File: src/rtl/cascade_digit_counter_pkg.sv
// Shared definitions for the cascaded digit counter: FSM encoding,
// default digit width, standard modulus sets and the control FSM step.
package cascade_digit_counter_pkg;

  typedef enum logic [1:0] {
    ST_IDLE    = 2'd0,
    ST_RUNNING = 2'd1,
    ST_PAUSED  = 2'd2
  } state_e;

  localparam int unsigned DIGIT_W_DEF = 4;

  // Packed per-digit moduli, digit 0 in the low nibble.
  localparam logic [15:0] MODULI_MM_SS = {4'd6, 4'd10, 4'd6, 4'd10};
  localparam logic [15:0] MODULI_HH_MM = {4'd3, 4'd10, 4'd6, 4'd10};
  localparam logic [15:0] MODULI_SS_CC = {4'd6, 4'd10, 4'd10, 4'd10};

  // Next state for the run/pause control. clear and load are applied by the
  // caller because they dominate; stop outranks start_resume.
  function automatic state_e fsm_step(input state_e cur, input logic start_resume,
                                      input logic stop);
    state_e nxt;
    nxt = cur;
    if (stop) begin
      if (cur == ST_RUNNING) begin
        nxt = ST_PAUSED;
      end else begin
        nxt = cur;
      end
    end else if (start_resume) begin
      case (cur)
        ST_IDLE:    nxt = ST_RUNNING;
        ST_RUNNING: nxt = ST_PAUSED;
        ST_PAUSED:  nxt = ST_RUNNING;
        default:    nxt = ST_IDLE;
      endcase
    end else begin
      nxt = cur;
    end
    return nxt;
  endfunction

endpackage

File: src/rtl/cascade_digit_counter_mod_digit.sv
// One modulo-MOD digit: up/down step, parallel load with out-of-range
// clamp to zero, and synchronous clear. terminal/wrap are combinational.
module mod_digit
  import cascade_digit_counter_pkg::*;
#(
  parameter int unsigned          DIGIT_W = DIGIT_W_DEF,
  parameter logic [DIGIT_W-1:0]   MOD     = DIGIT_W'(10)
) (
  input  logic               clk,
  input  logic               reset,
  input  logic               en,
  input  logic               dir,
  input  logic               load,
  input  logic [DIGIT_W-1:0] load_val,
  input  logic               clr,
  output logic [DIGIT_W-1:0] value,
  output logic               terminal,
  output logic               wrap
);

  localparam logic [DIGIT_W-1:0] TOP  = MOD - DIGIT_W'(1);
  localparam logic [DIGIT_W-1:0] ZERO = DIGIT_W'(0);
  localparam logic [DIGIT_W-1:0] ONE  = DIGIT_W'(1);

  logic [DIGIT_W-1:0] value_q;
  logic [DIGIT_W-1:0] value_d;

  // Terminal value depends on direction: top when counting up, zero when down.
  always_comb begin
    if (dir) begin
      terminal = (value_q == ZERO);
    end else begin
      terminal = (value_q == TOP);
    end
    wrap  = en & terminal;
    value = value_q;
  end

  // Next digit value: clear beats load beats counting.
  always_comb begin
    value_d = value_q;
    if (clr) begin
      value_d = ZERO;
    end else if (load) begin
      if (load_val >= MOD) begin
        value_d = ZERO;
      end else begin
        value_d = load_val;
      end
    end else if (en) begin
      if (dir) begin
        value_d = (value_q == ZERO) ? TOP : (value_q - ONE);
      end else begin
        value_d = (value_q == TOP) ? ZERO : (value_q + ONE);
      end
    end else begin
      value_d = value_q;
    end
  end

  // Digit register with synchronous reset.
  always_ff @(posedge clk) begin
    if (reset) begin
      value_q <= ZERO;
    end else begin
      value_q <= value_d;
    end
  end

endmodule

File: src/rtl/cascade_digit_counter.sv
// Chain of modulo-M digits with run/pause FSM, load, lap capture and
// registered per-digit and whole-chain wrap pulses.
module cascade_digit_counter
  import cascade_digit_counter_pkg::*;
#(
  parameter int unsigned                    NUM_DIGITS = 4,
  parameter int unsigned                    DIGIT_W    = DIGIT_W_DEF,
  parameter logic [NUM_DIGITS*DIGIT_W-1:0]  MODULI     = {4'd6, 4'd10, 4'd6, 4'd10}
) (
  input  logic                          clk,
  input  logic                          reset,
  input  logic                          tick,
  input  logic                          start_resume,
  input  logic                          stop,
  input  logic                          clear,
  input  logic                          load,
  input  logic [NUM_DIGITS*DIGIT_W-1:0] load_value,
  input  logic                          dir,
  input  logic                          lap,
  output logic [NUM_DIGITS*DIGIT_W-1:0] count,
  output logic [NUM_DIGITS*DIGIT_W-1:0] lap_count,
  output logic                          lap_valid,
  output logic [NUM_DIGITS-1:0]         digit_carry,
  output logic                          carry_out,
  output logic                          running
);

  localparam int unsigned CW = NUM_DIGITS * DIGIT_W;

  state_e                state_q, state_d;
  logic [CW-1:0]         lap_count_q, lap_count_d;
  logic                  lap_valid_q, lap_valid_d;
  logic [NUM_DIGITS-1:0] digit_carry_q, digit_carry_d;
  logic                  carry_out_q, carry_out_d;

  logic                  count_en_s;
  logic [NUM_DIGITS:0]   chain_s;
  logic [NUM_DIGITS-1:0] terminal_s;
  logic [NUM_DIGITS-1:0] wrap_s;
  logic [CW-1:0]         count_s;

  // A tick counts only in RUNNING and only when no higher-priority pulse is present.
  always_comb begin
    count_en_s = tick & (state_q == ST_RUNNING) & ~clear & ~load & ~stop & ~start_resume;
    chain_s[0] = count_en_s;
    for (int i = 0; i < NUM_DIGITS; i++) begin
      chain_s[i+1] = chain_s[i] & terminal_s[i];
    end
  end

  for (genvar g = 0; g < NUM_DIGITS; g++) begin : g_digit
    mod_digit #(
      .DIGIT_W (DIGIT_W),
      .MOD     (MODULI[g*DIGIT_W +: DIGIT_W])
    ) u_digit (
      .clk      (clk),
      .reset    (reset),
      .en       (chain_s[g]),
      .dir      (dir),
      .load     (load),
      .load_val (load_value[g*DIGIT_W +: DIGIT_W]),
      .clr      (clear),
      .value    (count_s[g*DIGIT_W +: DIGIT_W]),
      .terminal (terminal_s[g]),
      .wrap     (wrap_s[g])
    );
  end

  // FSM next state, lap capture and carry pulses for this edge.
  always_comb begin
    state_d       = state_q;
    lap_count_d   = lap_count_q;
    lap_valid_d   = lap_valid_q;
    digit_carry_d = wrap_s;
    carry_out_d   = chain_s[NUM_DIGITS];
    if (clear) begin
      state_d     = ST_IDLE;
      lap_count_d = '0;
      lap_valid_d = 1'b0;
    end else begin
      if (load) begin
        state_d = ST_PAUSED;
      end else begin
        state_d = fsm_step(state_q, start_resume, stop);
      end
      if (lap && (state_q != ST_IDLE)) begin
        lap_count_d = count_s;
        lap_valid_d = 1'b1;
      end else begin
        lap_count_d = lap_count_q;
        lap_valid_d = lap_valid_q;
      end
    end
  end

  // Control and output registers with synchronous reset.
  always_ff @(posedge clk) begin
    if (reset) begin
      state_q       <= ST_IDLE;
      lap_count_q   <= '0;
      lap_valid_q   <= 1'b0;
      digit_carry_q <= '0;
      carry_out_q   <= 1'b0;
    end else begin
      state_q       <= state_d;
      lap_count_q   <= lap_count_d;
      lap_valid_q   <= lap_valid_d;
      digit_carry_q <= digit_carry_d;
      carry_out_q   <= carry_out_d;
    end
  end

  assign count       = count_s;
  assign lap_count   = lap_count_q;
  assign lap_valid   = lap_valid_q;
  assign digit_carry = digit_carry_q;
  assign carry_out   = carry_out_q;
  assign running     = (state_q == ST_RUNNING);

endmodule
File: config.mk
export PLATFORM = sky130hd
export DESIGN_NAME = cascade_digit_counter
export DESIGN_NICKNAME = d
export VERILOG_FILES = /design/src/rtl/cascade_digit_counter_pkg.sv /design/src/rtl/cascade_digit_counter_mod_digit.sv /design/src/rtl/cascade_digit_counter.sv
export SDC_FILE = /design/constraint.sdc
export NUM_CORES = 1
export LEC_CHECK = 0
export ABC_CLOCK_PERIOD_IN_PS = 3600
export CORE_ASPECT_RATIO = 1.25
export CORE_MARGIN = 1
export CORE_UTILIZATION = 37
export CTS_BUF_LIST = sky130_fd_sc_hd__clkbuf_8
export DETAILED_ROUTE_END_ITERATION = 10
export PLACE_DENSITY = 0.71
export SETUP_SLACK_MARGIN = 0.4
export SLEW_MARGIN = 0
export SYNTH_ARGS = -nofsm -noshare
export SYNTH_HDL_FRONTEND = slang
export SYNTH_SLANG_ARGS = --single-unit
File: constraint.sdc
create_clock -name clk -period 3.6 [get_ports clk]
set_input_delay 0.54 -clock clk [delete_from_list [all_inputs] [get_ports clk]]
set_output_delay 0.54 -clock clk [all_outputs]
set_load 0.005 [all_outputs]
==> results.md <==
- The number of I/O pins is 64.
- The relative slew slack is 27.3%.
- The final antenna diode count is 0.
- The critical path is of the in2reg type.
- The post-layout minimum cycle time is between 2000 and 3000 ps.
- The yosys synthesis warning count is 0.
- Summing over every cut layer, the via total after detailed routing is 2278.
- Of all flip-flops after synthesis, the portion carrying an async set or reset was 0%.
- In the final timing run, aggregate negative setup slack is 0 ps.
- For this run, the leading register cell type out of synthesis is dfxtp_1.
- The fraction of layout instances using a drive strength above 1 is ~6.3%.
- The overall overflow remaining after global route is 0.
- The highest net fanout along the worst path is 18.
- The nature of the critical path endpoint is a register.
- Counting every net in the synthesized netlist gives 333.
- The floorplan step defined a die boundary enclosing roughly 6700 µm².
- Among all cell types in the netlist, the one instantiated most often is nand2_1.
- The number of global-route vias before repair came to 1961.
- The count of nets left with antenna violations once routing finished came out at 0.
- For this configuration, the core starts out at a cell density of about two fifths.
- The clock reaches the later pin of the worst-skew pair after around 300 ps.
- The worst clock skew on the final layout is around 9.5 ps.
- In the finished design, the share of the clock period the worst path needs comes to between 70% and 80%.
- Measured along the y axis, the die boundary spans a little over 90 µm.
- The worst-path cell with the longest stage delay is clkdlybuf4s50_1.
- The clock sink total is 39.
- Of the synthesized area, sequential elements account for ~33%.
- The post-CTS setup buffer count is 0.
- The cell area after synthesis is ~2400 µm².
- The type of origin of the critical path is an input port.
- In the synthesized netlist, the cells that appear most often are nand2_1, dfxtp_1, a21oi_1, clkbuf_1, nor2_1.
- The top achievable clock speed is approximately 0.39 GHz.
- The site row count is 32.
- Yosys mapped a number of flops with a built-in enable equal to 0.
- Buffers inserted to repair hold after CTS numbered 0.
- Power spread over the standard cell area amounts to 329 nW/µm².
- The number of hold violations in the final report is 0.
- The initial antenna violation count is 0.
- The run finished with clean final reports.
- Clock-pin slew was measured on the worst setup and hold paths at 80 ps.
- At the pin with the least slew margin, the transition time is between 1000 and 1500 ps.
- The synthesized flop and latch total is 39.
- The final net count is about 380.
- The number of buffers inserted by port buffering is 63.
- The routability congestion estimate from global placement is 0.829.
- No sink is reached through more buffers than the 2 on the longest clock path.
- After detailed routing, the number of vias per cell comes to approximately 5.2.
- For this design the static power due to leakage is ~1 nW.
- The root buffer cell chosen for the clock tree is clkbuf_8.
- The number of max-slew violations in the final report is 0.
- The width of the die is 73.3 µm.
- The worst hold-check path type is reg2reg.
- Setup repair after global routing left no endpoint under its margin.
- Once layout is complete, the utilization of the core stands at between 40% and 50%.
- The total core area is 6170 µm².
- The first routing iteration left 97 violations.
- The mean instance size in the synthesized netlist is between 7 and 8 µm².
- The gate count of the mapped netlist is ~300.
- The first-pass GRT wire length is 9.43 mm.
- Across the VDD grid, the largest voltage drop is around 0.00016 V.
- The cell taking the most area after synthesis is dfxtp_1.
- Counting the buffers created by CTS gives 5.
- The CTS tree is built.
- The number of optimization iterations in the first detailed-route pass is 4.
- The count of instances resized after the clock tree is built is 0.
- The DRC violation count after routing is 0.
- For the worst setup path, the data arrival time is roughly 2800 ps.
- The HPWL after detailed placement is around 4.0 mm.
- The total setup violations reported at the end of the flow is 0.
- The CTS H-tree depth is 2.
- Walking the worst path, the cells encountered are clkdlybuf4s50_1 -> buf_4 -> and3b_2 -> or2_2 -> and4_1 -> or3_1 -> and3_1.
- The max capacitance violation total is 0.
- The required time of the critical path is ~3800 ps.
- Relative to the synthesized area, the layout overhead comes to 30.5%.
- The fraction of post-synthesis cell area in the top cell type by area is 33.2%.
- The detailed-route wire length per cell is 13.1 µm.
- Global routing used 17.5% of the available tracks.
- Sorting the synthesized cells by area gives the leading types as dfxtp_1, nand2_1, a21oi_1, nor2b_1, o21ai_0.
- The critical path's largest stage delay is 700 ps.
- Summed over all layers, the routed wires come to about 5.7 mm.
- Entering global routing, the biggest net connects 33 pins.
- The synthesized netlist contains between 50 and 60 unique library cells.
==> path summary, 6_finish.rpt <==
kind / start / endpoint / slack (ps) / depth (start not counted)
worst max-delay path: dir / g_digit[2].u_digit.value[2] / 1010 / 7
worst min-delay path: lap_count[4] / lap_count[4] / 450 / 2
worst max register to register: g_digit[1].u_digit.value[0] / g_digit[3].u_digit.value[2] / 1530 / 5
worst min register to register: lap_count[4] / lap_count[4] / 450 / 2
==> worst max-delay path, delay by kind of cell <==
family        cells  cell delay (ps)
buf+inv           2              970
simple gates      5             1280
==> state kept, by name, indices dropped and copies added (netlist names) <==
| register | count |
|---|---|
| g_digit.u_digit.value | 16 |
| lap_count | 16 |
| lap_valid | 1 |
| digit_carry | 4 |
| state_q | 2 |
==> cell usage in the layout, fill, tap and decap left out, types with 4 or more instances in the layout <==
| cell | synthesis | layout |
|---|---|---|
| nor3b_1 | 5 | 5 |
| a31oi_1 | 4 | 4 |
| nand3_1 | 10 | 10 |
| mux2i_1 | 6 | 6 |
| nor4b_1 | 4 | 4 |
| clkdlybuf4s50_1 | 0 | 63 |
| nand3b_1 | 6 | 6 |
| nand2_1 | 43 | 43 |
| o22ai_1 | 4 | 4 |
| o21ai_0 | 16 | 16 |
| nor3_1 | 5 | 5 |
| dfxtp_1 | 39 | 39 |
| a21oi_1 | 32 | 32 |
| clkbuf_8 | 5 | 5 |
| nor2b_1 | 13 | 13 |
| nor2_1 | 20 | 20 |
| nand2b_1 | 8 | 8 |
| inv_1 | 6 | 7 |
==> cells by family (layout without fill, tap and decap cells) <==
| group | count (synthesis) | count (layout) | share of synthesized area, % |
|---|---|---|---|
| AND/OR/NAND/NOR | 136 | 136 | 31.5 |
| multiplexers | 8 | 8 | 3.51 |
| buffers and inverters | 38 | 81 | 8.51 |
| XOR/XNOR | 3 | 3 | 1.12 |
| flip-flops | 39 | 39 | 33.2 |
| AO/OA/AOI/OAI | 84 | 84 | 22.2 |
==> routing by layer <==
metal  vias to the layer above  GRT usage [%]  share of wire, %  wire length (µm)
met5                         -              0                 0                 0
met4                         0           5.45               1.5                85
met3                        10           2.66               4.8               275
met2                        73           27.2                47              2660
met1                      1036           24.8                47              2700
li1                       1159              -                 -                 -
==> power by group <==
group	switching (mW)	internal, mW	total (mW)
Combinational	0.0576	0.0635	0.121
Clock	0.162	0.274	0.436
Sequential	0.0154	0.437	0.452
Total	0.235	0.775	1.01
==> metrics by stage <==
step	total power [mW]	cell area [µm²]	setup WS (ps)	std cells	hold WS, ps
6_report	1.01	3070	1010	436	455
5_1_grt	1.05	3070	855	436	474
4_1_cts	1.01	3070	1020	436	460
3_5_place_dp	0.583	2940	700	428	449
3_3_place_gp	0.582	2940	766	428	444
2_1_floorplan	0.531	2350	1620	308	453
==> cell type report <==
cell class,count,area [µm²]
well taps,85,106
clock buffers,5,68.8
inverters,7,26.3
flip-flops and latches,39,781
clock inverters,3,63.8
multi-input cells,231,1370
repair buffers,66,653
fillers,635,3090
Power figures use the tool's default switching activity.
